### src/rtl/io_in_pkg.sv
// Shared types and helpers for the board-input conditioner.
package io_in_pkg;

  localparam int unsigned IO_W = 32;

  typedef enum logic {STABLE0, STABLE1} db_state_e;

  // Counter width needed to hold the values 0..cyc
  function automatic int unsigned cnt_width(input int unsigned cyc);
    return int'($clog2(cyc + 1));
  endfunction

endpackage

### src/rtl/io_input_conditioner_debounce_bit.sv
// One input bit: 2-FF synchroniser followed by a counter-qualified stable-level FSM.
module debounce_bit
  import io_in_pkg::*;
#(
  parameter int unsigned DEBOUNCE_CYC = 50000
) (
  input  logic clk_i,
  input  logic rst_ni,
  input  logic d_i,
  output logic q_o
);

  localparam int unsigned CNT_W = cnt_width(DEBOUNCE_CYC);
  localparam logic [CNT_W-1:0] CNT_LAST = CNT_W'(DEBOUNCE_CYC - 1);

  logic             s1_q, s2_q;
  db_state_e        state_q, state_d;
  logic [CNT_W-1:0] cnt_q, cnt_d;

  always_ff @(posedge clk_i or negedge rst_ni) begin
    if (!rst_ni) begin
      s1_q    <= 1'b0;
      s2_q    <= 1'b0;
      state_q <= STABLE0;
      cnt_q   <= '0;
    end else begin
      s1_q    <= d_i;
      s2_q    <= s1_q;
      state_q <= state_d;
      cnt_q   <= cnt_d;
    end
  end

  // Any cycle of agreement clears the count; only an unbroken run toggles the level
  always_comb begin
    state_d = state_q;
    cnt_d   = '0;
    case (state_q)
      STABLE0: begin
        if (s2_q) begin
          if (cnt_q == CNT_LAST) state_d = STABLE1;
          else                   cnt_d   = cnt_q + CNT_W'(1);
        end
      end
      STABLE1: begin
        if (!s2_q) begin
          if (cnt_q == CNT_LAST) state_d = STABLE0;
          else                   cnt_d   = cnt_q + CNT_W'(1);
        end
      end
      default: state_d = STABLE0;
    endcase
  end

  assign q_o = (state_q == STABLE1);

endmodule

### src/rtl/io_input_conditioner.sv
// Synchronises and debounces slide switches and push-buttons for the LSU input region.
// Optional IO_PUSH_EDGE_EN adds a one-cycle press pulse output io_push_edge_o.
module io_input_conditioner
  import io_in_pkg::*;
#(
  parameter int unsigned SW_W         = 18,
  parameter int unsigned PUSH_W       = 4,
  parameter int unsigned DEBOUNCE_CYC = 50000,
  parameter bit          PUSH_ACT_LOW = 1'b1
) (
  input  logic              clk_i,
  input  logic              rst_ni,
  input  logic [SW_W-1:0]   sw_raw_i,
  input  logic [PUSH_W-1:0] push_raw_i,
  output logic [IO_W-1:0]   io_sw_o,
  output logic [IO_W-1:0]   io_push_o
`ifdef IO_PUSH_EDGE_EN
  ,
  output logic [IO_W-1:0]   io_push_edge_o
`endif
);

  logic [SW_W-1:0]   sw_level;
  logic [PUSH_W-1:0] push_in;
  logic [PUSH_W-1:0] push_level;

  // Buttons are normalised to 1 = pressed before entering the synchroniser
  assign push_in = PUSH_ACT_LOW ? ~push_raw_i : push_raw_i;

  for (genvar i = 0; i < SW_W; i++) begin : g_sw
    debounce_bit #(.DEBOUNCE_CYC(DEBOUNCE_CYC)) u_db (
      .clk_i  (clk_i),
      .rst_ni (rst_ni),
      .d_i    (sw_raw_i[i]),
      .q_o    (sw_level[i])
    );
  end

  for (genvar i = 0; i < PUSH_W; i++) begin : g_push
    debounce_bit #(.DEBOUNCE_CYC(DEBOUNCE_CYC)) u_db (
      .clk_i  (clk_i),
      .rst_ni (rst_ni),
      .d_i    (push_in[i]),
      .q_o    (push_level[i])
    );
  end

  assign io_sw_o   = IO_W'(sw_level);
  assign io_push_o = IO_W'(push_level);

`ifdef IO_PUSH_EDGE_EN
  logic [PUSH_W-1:0] push_prev_q;
  logic [PUSH_W-1:0] push_edge_q;

  // Pulse lands in the cycle after the debounced level rises
  always_ff @(posedge clk_i or negedge rst_ni) begin
    if (!rst_ni) begin
      push_prev_q <= '0;
      push_edge_q <= '0;
    end else begin
      push_prev_q <= push_level;
      push_edge_q <= push_level & ~push_prev_q;
    end
  end

  assign io_push_edge_o = IO_W'(push_edge_q);
`endif

endmodule

### config.mk
export PLATFORM = sky130hd
export DESIGN_NAME = io_input_conditioner
export DESIGN_NICKNAME = d
export VERILOG_FILES = /design/src/rtl/io_in_pkg.sv /design/src/rtl/io_input_conditioner_debounce_bit.sv /design/src/rtl/io_input_conditioner.sv
export SDC_FILE = /design/constraint.sdc
export NUM_CORES = 1
export LEC_CHECK = 0
export ABC_AREA = 1
export CAP_MARGIN = 20
export CORE_MARGIN = 3
export CORE_UTILIZATION = 45
export CTS_CLUSTER_SIZE = 40
export DETAILED_ROUTE_END_ITERATION = 7
export SLEW_MARGIN = 20
export SYNTH_ARGS = -nofsm -noshare
export SYNTH_HDL_FRONTEND = slang
export SYNTH_SLANG_ARGS = --single-unit
### constraint.sdc
create_clock -name clk_i -period 2.5 [get_ports clk_i]
set_input_delay 0.5 -clock clk_i [delete_from_list [all_inputs] [get_ports clk_i]]
set_output_delay 0.5 -clock clk_i [all_outputs]
set_load 0.01 [all_outputs]
# Yosys cells after proc, flatten, opt, wreduce, memory -nomap -nowiden

Index checks and enable logic that the tools add are counted.

Output and inout port bits: 64
Word-level logic and storage cells: 353
Bits in registers: 418
Bits of input ports: 24

Mux-type cells: 198
Add/subtract/negate cells: 22
Bitwise logic cells: 23
Equality and inequality tests: 22

Operator list:

| cell                                          | count |
|---|---|
| two-way mux 16 bit                            | 66 |
| one-hot mux 16 bit (2 select lines)           | 22 |
| adder 16 x 1 -> 16 bit, second input constant | 22 |
| equality test 16 bit, second input constant   | 22 |
| two-way mux 1 bit                             | 88 |
| one-hot mux 1 bit (2 select lines)            | 22 |
| inverter 1 bit                                | 22 |
| inverter 4 bit                                | 1 |

# Logic depth before layout (Yosys ltp)

Word-level depth: 4
Mapped depth: 9
Mapped depth without buffers: 9

# Modules after synthesis

From an unflattened synthesis, not the netlist that was laid out.

Cell total of the unflattened synthesis: 2954
Area total of the unflattened synthesis: 22116.2 sq um

By module, submodules not included:

| module                            | area each (sq um) | times used | cells an instance | sequential area each (sq um) |
|---|---|---|---|---|
| debounce_bit (g_push[0].u_db ...) | 989.7             | 21         | 132               | 475.5 |
| debounce_bit (g_sw[9].u_db)       | 998.5             | 1          | 135               | 475.5 |
| io_input_conditioner              | 334.1             | 1          | 47                | 0.0 |

# Worst setup path before layout

No wires, ideal clock.

Kind: register to register
Start: register g_sw[1].u_db.cnt_q[0]
End: register g_sw[1].u_db.cnt_q[5]
Path buffers: 0
Setup slack: 1166 ps
Period minus slack after synthesis: 1334 ps
Setup time: 86 ps
Cell stages (with the launch flop): 9
Data arrival time: 1248 ps
Required time: 2414 ps
Path through: dfrtp_1 -> ha_1 -> nand2_1 -> inv_1 -> nand2_1 -> nor2_1 -> nand2_2 -> nand2_4 -> nor3_1

Cells in the longest elaborated chain, start to end: 4
Elaborated cells between the ends (all ways): 6
Classes of those cells: add/sub (1); eq/ne (1); mux (4)

RTL lines:

| what                                                           | line                                                                             | RTL |
|---|---|---|
| start: declaration                                             | io_input_conditioner_debounce_bit.sv:18                                          | `logic [CNT_W-1:0] cnt_q, cnt_d;` |
| start signal: assignment                                       | io_input_conditioner_debounce_bit.sv:30                                          | `cnt_q <= cnt_d;` |
| adder 16 x 1 -> 16 bit or equality test 16 bit (tied branches) | --                                                                               |  |
| two-way mux 16 bit (*)                                         | io_input_conditioner_debounce_bit.sv:41, io_input_conditioner_debounce_bit.sv:47 |  |
| two-way mux 16 bit, on equally long branches                   | io_input_conditioner_debounce_bit.sv:46, io_input_conditioner_debounce_bit.sv:40 |  |
| one-hot mux 16 bit (2 select lines) (*)                        | io_input_conditioner_debounce_bit.sv:38                                          | `case (state_q)` |
| named net g_sw[1].u_db.cnt_d[5]                                | io_input_conditioner_debounce_bit.sv:18                                          |  |

Mark *: on every way through the listed nets, which the timed path passes. The rest lies on a longest branch.

==> metrics.txt <==
status complete, no violations; CTS H-tree lvls 2; final worst path period need 2.15 ns; most frequent cells in the layout 750 x nor2_1, 571 x nand2_1, 418 x dfrtp_1; count of cell types in the netlist 28; Residual DRC 0; fin crit share 0.862; Die Y roughly 230 um; stages on the worst setup path 1; CP Cell Sequence clkdlybuf4s50_1; Total Routed Length about 43 mm; Reg power frac 0.475; endpoints failing hold 0; Tightest Pin Transition 0.532 ns; Final Instance Area between 0.02 and 0.025 sq mm; Post-Synth Adder-Cell Area 0.0124; WS Path Type register to primary output; CTS Root Cell clkbuf_16; Mean Syn Cell Area 7.51 sq um; register area share after synthesis 0.473; Max Freq between 400 and 500 MHz; cell count after synthesis approximately 2900; wire per inst ~11 um; Syn. warnings 0; Post-DRT Antenna Nets 0; Yosys reg bits roughly 420; synth-to-layout area growth 12.3%; die area 0.0518 sq mm; compound-gate portion of the synthesized area 0.0310; VDD IR-drop max 418 uV; Slew Viols, Final 0; Vias 17700; CTS Sinks ~420; PostCTS Resize Cnt 0; mux contribution to synthesized area 0; number of global-route vias before repair around 17000; Filler cells ~4600; CP max stage delay roughly 0.60 ns; power share of the clock group 0.489; DR vias/cell 4.77; port buffer count 45; switching pwr between 0.003 and 0.004 W; I/O pin total 88; TNS Setup 0 ns; Buf/Inv on CP 1; Worst setup SP type register; post-synthesis simple-gate area fraction 0.350; P_int approximately 0.011 W; Worst-path clk slew roughly 0.060 ns; FP Rows 80; GRT Resource Usage Total 0.172; Initial Utilization 0.459; Worst EP arrival roughly 1.7 ns; CTS Buf Count 49; # setup viols final 0; worst-case reg-to-reg path depth 8; Leak Pwr roughly 12 nW; largest net degree at the start of global routing a little under 100; delay-heaviest family, CP buffers and inverters; Slew HR 0.645; Die W about 230 um; Ant. Diodes 0; Sw Ratio 0.218; commonest non-fill, non-tap cell in the layout nor2_1; placed cells 3631; clk_skew between 0.015 and 0.02 ns; DPL Wire Length 30.5 mm; GPL Wtd Cong ~0.88; first-pass GRT wire length ~77 mm; total grt overflow 0; Min-Delay Path Class register to register; CP Capture Type primary output; DR iter-0 viols 1048; Hold Path Depth 0; Clk Latency, worst-skew pair about 0.57 ns; Max FO, Critical Path 3; post-synthesis xor/xnor area fraction 0.0457; Nets a little over 3000; drt first pass iters 5; share of post-route cells with drive strength above 1 0.0565; power share of the combinational group 0.036; Max clock buf depth 3; cell area after synthesis roughly 0.022 sq mm; MaxCap Viol Count 0; main combinational cell family by area after synthesis simple AND/OR/NAND/NOR gates; initial antenna violation count 0; pwr/cell area roughly 590 mW/mm^2; Non-Filler Instances about 3700; placed inst area 0.0232 sq mm; CTS tree done; unrepaired setup endpoints after global routing no; Core Area around 0.048 sq mm; Critical Path RT around 2.0 ns; Worst path slowest cell clkdlybuf4s50_1
metrics by stage:
stage	worst slack, ns	utilization	hold WS (ns)	total power, W
floorplan	1.17	-	0.204	0.00741
global placement	0.939	0.481	0.332	0.00762
detailed placement	0.888	0.481	0.335	0.00764
CTS	0.308	0.516	0.319	0.0150
global route	0.285	0.516	0.332	0.0154
finish	0.346	0.516	0.346	0.0147
area by class of cell:
cell class | instances | area [sq um] | area share
multi-input cells | 2116 | 9870 | 0.397
well taps | 656 | 821 | 0.0331
clock inverters | 14 | 179 | 0.00721
clock buffers | 72 | 1460 | 0.0586
flip-flops and latches | 418 | 10500 | 0.421
inverters | 388 | 1460 | 0.0587
repair buffers | 54 | 588 | 0.0237
synth_stat cells (all sizes together):
library cell	count	share of area
xor2	79	0.038
conb	1	0.00017
inv	388	0.066
buf	64	0.022
nor2	768	0.13
o21ai	8	0.0018
a31oi	1	0.00028
nand3	329	0.075
and2	4	0.0011
nor3	106	0.024
nand2	613	0.11
o21bai	31	0.011
ha	22	0.012
a21o	6	0.0020
xnor2	20	0.0079
a21oi	67	0.016
nand4	18	0.0051
dfrtp	418	0.47
o211ai	2	0.00068
sequential cells by signal (all words and copies together), names as in the netlist, named ones only:
name / count
g_sw.u_db.cnt_q: 288
g_push.u_db.s2_q: 4
g_push.u_db.s1_q: 4
g_sw.u_db.s1_q: 18
g_push.u_db.cnt_q: 64
g_sw.u_db.s2_q: 18
power groups by stage:
stage                     Clock, W  Sequential (W)  Combinational, W
after floorplan                  0         0.00708          0.000333
after global placement           0         0.00709          0.000535
after detailed placement         0         0.00710          0.000547
after CTS                  0.00746         0.00698          0.000552
after global routing       0.00773         0.00699          0.000629
final                      0.00717         0.00698          0.000529
final timing paths:
| kind | from | to | slack [ns] |
|---|---|---|---|
| min in group asynchronous | rst_ni | g_push[2].u_db.cnt_q[14] | 0.38 |
| hold reg to reg | g_sw[4].u_db.s1_q | g_sw[4].u_db.s2_q | 0.35 |
| setup reg to reg | g_sw[3].u_db.cnt_q[0] | g_sw[3].u_db.cnt_q[5] | 0.91 |
| setup / recovery | register | io_sw_o[9] | 0.35 |
| hold / removal | g_sw[4].u_db.s1_q | g_sw[4].u_db.s2_q | 0.35 |
| max in group asynchronous | rst_ni | g_sw[0].u_db.cnt_q[11] | 1.31 |
routing by layer:
metal	vias up	share of wire	track usage
li1	9229	-	-
met1	8179	0.48	0.234
met2	239	0.46	0.287
met3	70	0.031	0.0231
met4	0	0.024	0.0530
met5	-	0	0
timing repair:
action / 4_1_cts / 5_1_grt
hold buffers: 1 / 0
buffers inserted: 0 / 0
hold endpoints to repair: 19 / 0
cells by family after synthesis:
| kind of cell | Yosys count |
|---|---|
| compound gates | 115 |
| other cells | 1 |
| fa+ha+maj | 22 |
| flops | 418 |
| buf+inv | 452 |
| simple gates | 1838 |
| xor+xnor | 99 |
No activity file was read; power rests on OpenSTA's default activity.
